### src/rtl/muldiv_issue.sv
// Issue/interlock stage in front of the HI/LO multiply/divide unit: one-entry
// request buffer, single-cycle issue pulse, and stalled mfhi/mflo reads.
module muldiv_issue #(
  parameter int W  = 32,
  parameter int CW = 16
) (
  input  logic          CLK,
  input  logic          RESET_N,
  input  logic          IN_VALID,
  output logic          IN_READY,
  input  logic [2:0]    IN_OP,
  input  logic [W-1:0]  IN_A,
  input  logic [W-1:0]  IN_B,
  input  logic          FLUSH,
  input  logic          MF_REQ,
  input  logic          MF_SEL,
  output logic          MF_STALL,
  output logic [W-1:0]  MF_DATA,
  output logic          MD_EN,
  output logic [2:0]    MD_OP,
  output logic [W-1:0]  MD_A,
  output logic [W-1:0]  MD_B,
  input  logic          MD_BUSY,
  input  logic [W-1:0]  MD_HI,
  input  logic [W-1:0]  MD_LO,
  output logic          PENDING,
  output logic [CW-1:0] STALL_CNT
);

  typedef enum logic [1:0] {
    IDLE,
    HELD,
    ISSUED,
    BUSY
  } state_t;

  state_t        state;
  state_t        state_nxt;

  logic          buf_valid;
  logic          buf_valid_nxt;
  logic [2:0]    buf_op;
  logic [W-1:0]  buf_a;
  logic [W-1:0]  buf_b;
  logic [CW-1:0] stall_cnt;

  logic          guard;
  logic          eff_busy;
  logic          issue_now;
  logic          accept;

  // The unit only shows BUSY one cycle after EN; ISSUED is exactly that gap.
  assign guard     = (state == ISSUED);
  assign eff_busy  = MD_BUSY | guard;
  assign issue_now = buf_valid & ~eff_busy & ~FLUSH;
  assign accept    = IN_VALID & IN_READY;

  assign IN_READY  = ~buf_valid | issue_now;
  assign MD_EN     = issue_now;
  assign MD_OP     = buf_op;
  assign MD_A      = buf_a;
  assign MD_B      = buf_b;
  assign PENDING   = buf_valid | eff_busy;
  assign STALL_CNT = stall_cnt;

  // Reads see the state before this cycle's accept: the read is the older op.
  assign MF_STALL  = MF_REQ & (buf_valid | eff_busy);
  assign MF_DATA   = MF_REQ ? (MF_SEL ? MD_HI : MD_LO) : '0;

  // FLUSH wins over a same-cycle accept, so that request is dropped too.
  always_comb begin
    buf_valid_nxt = buf_valid;
    if (FLUSH) begin
      buf_valid_nxt = 1'b0;
    end else if (accept) begin
      buf_valid_nxt = 1'b1;
    end else if (issue_now) begin
      buf_valid_nxt = 1'b0;
    end
  end

  always_comb begin
    state_nxt = state;
    case (state)
      IDLE: begin
        if (MD_BUSY)            state_nxt = BUSY;
        else if (buf_valid_nxt) state_nxt = HELD;
      end
      HELD: begin
        if (issue_now)           state_nxt = ISSUED;
        else if (MD_BUSY)        state_nxt = BUSY;
        else if (!buf_valid_nxt) state_nxt = IDLE;
      end
      ISSUED: begin
        if (MD_BUSY)            state_nxt = BUSY;
        else if (buf_valid_nxt) state_nxt = HELD;
        else                    state_nxt = IDLE;
      end
      BUSY: begin
        if (!MD_BUSY) begin
          if (issue_now)          state_nxt = ISSUED;
          else if (buf_valid_nxt) state_nxt = HELD;
          else                    state_nxt = IDLE;
        end
      end
      default: state_nxt = IDLE;
    endcase
  end

  // NOTE: state registers use non-blocking assignments only; combinational
  // decode above lives in always_comb with a default assigned first.
  always_ff @(posedge CLK or negedge RESET_N) begin
    if (!RESET_N) begin
      state     <= IDLE;
      buf_valid <= 1'b0;
    end else begin
      state     <= state_nxt;
      buf_valid <= buf_valid_nxt;
    end
  end

  // NOTE: the payload registers are reset even though buf_valid qualifies
  // them, because they drive MD_OP/MD_A/MD_B directly and must read 0.
  always_ff @(posedge CLK or negedge RESET_N) begin
    if (!RESET_N) begin
      buf_op <= '0;
      buf_a  <= '0;
      buf_b  <= '0;
    end else if (accept && !FLUSH) begin
      buf_op <= IN_OP;
      buf_a  <= IN_A;
      buf_b  <= IN_B;
    end
  end

  always_ff @(posedge CLK or negedge RESET_N) begin
    if (!RESET_N) begin
      stall_cnt <= '0;
    end else if (MF_STALL && (stall_cnt != {CW{1'b1}})) begin
      stall_cnt <= stall_cnt + CW'(1);
    end
  end

endmodule
### config.mk
export PLATFORM = sky130hd
export DESIGN_NAME = muldiv_issue
export DESIGN_NICKNAME = d
export VERILOG_FILES = /design/src/rtl/muldiv_issue.sv
export SDC_FILE = /design/constraint.sdc
export NUM_CORES = 1
export LEC_CHECK = 0
export BUFFER_PORTS_ARGS = -buffer_cell sky130_fd_sc_hd__buf_2
export CAP_MARGIN = 20
export CORE_AREA = 3 3 109 90
export CTS_CLUSTER_DIAMETER = 150
export CTS_CLUSTER_SIZE = 10
export DETAILED_ROUTE_END_ITERATION = 7
export DIE_AREA = 0 0 112 93
export GPL_TIMING_DRIVEN = 0
export HOLD_SLACK_MARGIN = 0.06
export PLACE_DENSITY = 0.88
export SYNTH_ARGS = -nofsm -noshare
export SYNTH_HDL_FRONTEND = slang
export SYNTH_SLANG_ARGS = --single-unit
### constraint.sdc
create_clock -name CLK -period 3.52 [get_ports CLK]
set_clock_uncertainty 0.05 [all_clocks]
set_input_delay 0.528 -clock CLK [delete_from_list [all_inputs] [get_ports CLK]]
set_output_delay 0.528 -clock CLK [all_outputs]
set_load 0.01 [all_outputs]
==> summary.md <==
| Metric | Value |
|---|---|
| Status | completed |
| Setup slack at placement | ~1.3 ns |
| Commonest cells after routing, fill and taps aside | 261 x buf_2, 86 x dfrtp_1, 69 x mux2_2 |
| Final setup margin | 1.18 ns |
| Crit path buf inv count | 2 |
| Aggregate global routing overflow | 0 |
| Main synth FF type | dfrtp_1 |
| Post-CTS Setup Inserts | 0 |
| Seq/Total Area, Yosys | 0.539 |
| CTS buffer count | 9 |
| Final Instance Area | 5620 µm² |
| Yosys reg bits | 86 |
| Worst setup SP type | flop |
| Ys Warns | 0 |
| Fin crit period | 2.34 ns |
| Sw Ratio | 0.311 |
| PwrDens | around 470 nW/µm² |
| Number of I/O port buffers | 255 |
| Fin crit share | 0.664 |
| # setup viols final | 0 |
| Post-synth net total | ~440 |
| 1st-pass router iterations | 4 |
| Clk buf depth | 2 |
| Initial antenna violation count | 0 |
| Die W | between 100 and 150 µm |
| Worst slew pin tran | 0.549 ns |
| Synth unique cells | 34 |
| Area Growth Syn to Fin | 40.8% |
| P_int | around 1800 µW |
| Starting density of the core | 0.450 |
| Slowest-stage cell, CP | dfrtp_1 |
| RSZ-0062 raised after global routing | false |
| Post-synth top area share | 0.539 |
| WL final | around 11000 µm |
| Cell count after synthesis | approximately 300 |
| Diodes inserted | 0 |
| Syn_area_per_cell | between 10 and 15 µm² |
| Final Util | 0.633 |
| Fin nets | 706 |
| Register clock-pin slew on the reported worst setup and hold paths | 0.09 ns |
| Max Cap Viol | 0 |
| Most common cell after layout, fill and taps aside | buf_2 |
| Multi-input gate area | 1760 µm² |
| EDFF count, synth | 0 |
| H-tree depth | 3 |
| CP Capture Type | primary output |
| FF+latch area | about 2200 µm² |
| Clock Latency Late Sink | 0.34 ns |
| CTS tree | done |
| Core Area | ~9000 µm² |
| Critical path class | flop to primary output |
| Drt first-iter violations | 139 |
| Largest net degree at the start of global routing | between 60 and 70 |
| Sequential power share | 0.489 |
| Combinational Power Share | 0.282 |
| Clock power share | 0.229 |
| Max VDD drop | just over 0.0003 V |
| Max Freq | ~430 MHz |
| Vias in the first global route | 3611 |
| Switching power of the nets | 826 µW |
| Cell Area, Synth | between 3000 and 4000 µm² |
| Wire per inst | between 15 and 20 µm |
| CP Cell Sequence | or2_2 > o21ai_1 > inv_1 > buf_2 |
| Maximum fanout along the worst path | 6 |
| Drc violations | 0 |
| Final setup TNS | 0 ns |
| Top Ports | 257 |
| Antenna Nets Post-Route | 0 |
| Rows | 31 |
| Ys async rst share | 1.00 |
| Vias/cell | 4.87 |
| Global-route wire length before repair | between 15000 and 20000 µm |
| Final-layout fill cell count | between 700 and 800 |
| Reg-to-reg setup timing slack | roughly 1.5 ns |
| CP delay by family, top | flip-flops |
| Hold Violations, Final | 0 |
| Cell accounting for the most synthesized area | dfrtp_1 |
| Die height | 93 µm |
| Root Buffer | clkbuf_8 |
| GPL Wtd Cong | roughly 0.81 |
| Vias | ~3300 |
| Min-delay worst type | input port to flop |
| CP peak stage delay | between 0.4 and 0.5 ns |
| Slew Limit Fails | 0 |
| Leakage power | around 0.003 µW |
| GRT Total Usage | 0.211 |
| Relative slew margins | 0.631 |
| Worst EP required | just under 3 ns |
| Clock Sinks | 86 |
| Worst hold slack | 0.334 ns |
| Share of layout cells above drive strength 1 | 0.624 |
| Synth top area cells | dfrtp_1 54%, mux2_2 19%, mux2i_1 8.0%, nor2b_1 5.0%, xor2_1 2.6% |
| Die area | 10400 µm² |
| Data arrival time of the critical path | roughly 1.8 ns |
| Placement-stage cell area | about 5400 µm² |
| Final HPWL from detailed placement | approximately 9100 µm |
[power groups by stage]
stage | Sequential (µW) | Clock (µW) | Combinational (µW)
detailed placement | 1320 | 0 | 759
finish | 1300 | 607 | 750
global placement | 1300 | 0 | 728
CTS | 1300 | 629 | 762
floorplan | 1390 | 0 | 290
global route | 1330 | 673 | 816
[sequential cells by signal, summed over array words and instances (netlist names)]
register   count
MD_A          32
MD_B          32
MD_OP          3
STALL_CNT     16
buf_valid      1
state          2
[per-stage QoR]
stage | instances | total power, µW
2_1_floorplan | 299 | 1680
3_3_place_gp | 669 | 2030
3_5_place_dp | 670 | 2080
4_1_cts | 687 | 2690
5_1_grt | 687 | 2810
6_report | 687 | 2660
[path summary, 6_finish.rpt]
kind	start	endpoint	cells past startpoint
min	FLUSH	buf_valid$_DFF_PN0_	2
min in group asynchronous	RESET_N	MD_A[26]$_DFFE_PN0P_	2
max in group asynchronous	RESET_N	STALL_CNT[9]$_DFFE_PN0P_	3
min reg2reg	MD_B[6]$_DFFE_PN0P_	MD_B[6]$_DFFE_PN0P_	1
max reg2reg	state[0]$_DFFE_PN0P_	MD_B[9]$_DFFE_PN0P_	6
max	buf_valid$_DFF_PN0_	MF_STALL	4
[kinds of logic (layout without fill, tap and decap cells)]
kind of cell / after synthesis / count (layout) / share of synthesized area
compound gates: 6 / 6 / 0.0100
xor+xnor: 13 / 13 / 0.0285
fa+ha+maj: 1 / 1 / 0.00313
buf+inv: 17 / 290 / 0.0210
flops: 86 / 86 / 0.539
mux: 102 / 102 / 0.279
simple gates: 74 / 74 / 0.120
[layout make-up]
| type | count | area share |
|---|---|---|
| Buffer | 14 | 0.0129 |
| Clock buffer | 12 | 0.0258 |
| Clock inverter | 4 | 0.00401 |
| Timing Repair Buffer | 257 | 0.234 |
| Multi-Input combinational cell | 196 | 0.313 |
| Sequential cell | 86 | 0.383 |
| Tap cell | 115 | 0.0256 |
| Inverter | 3 | 0.00200 |
[Yosys cell counts (all sizes together) (2+ instances only)]
library cell  number
and3               2
buf               10
clkbuf             4
dfrtp             86
inv                3
mux2              70
mux2i             32
nand2              6
nand2b             3
nand3              2
nand3b             2
nand4              4
nor2               2
nor2b             33
nor3               9
nor3b              3
nor4               2
nor4b              2
o2111ai            2
o21ai              2
or2                2
xor2              12
[timing repair]
action / 4_1_cts / 5_1_grt
gates resized for setup: 0 / 0
hold buffers: 1 / 0
endpoints found under the hold margin: 25 / 0
[metal layers]
layer / vias to the layer above / part of all wire / track usage
li1: 1575 / - / -
met1: 1643 / 0.40 / 0.258
met2: 108 / 0.53 / 0.371
met3: 17 / 0.058 / 0.0524
met4: 0 / 0.016 / 0.0651
met5: - / 0 / 0
No activity file was read; power rests on OpenSTA's default activity.
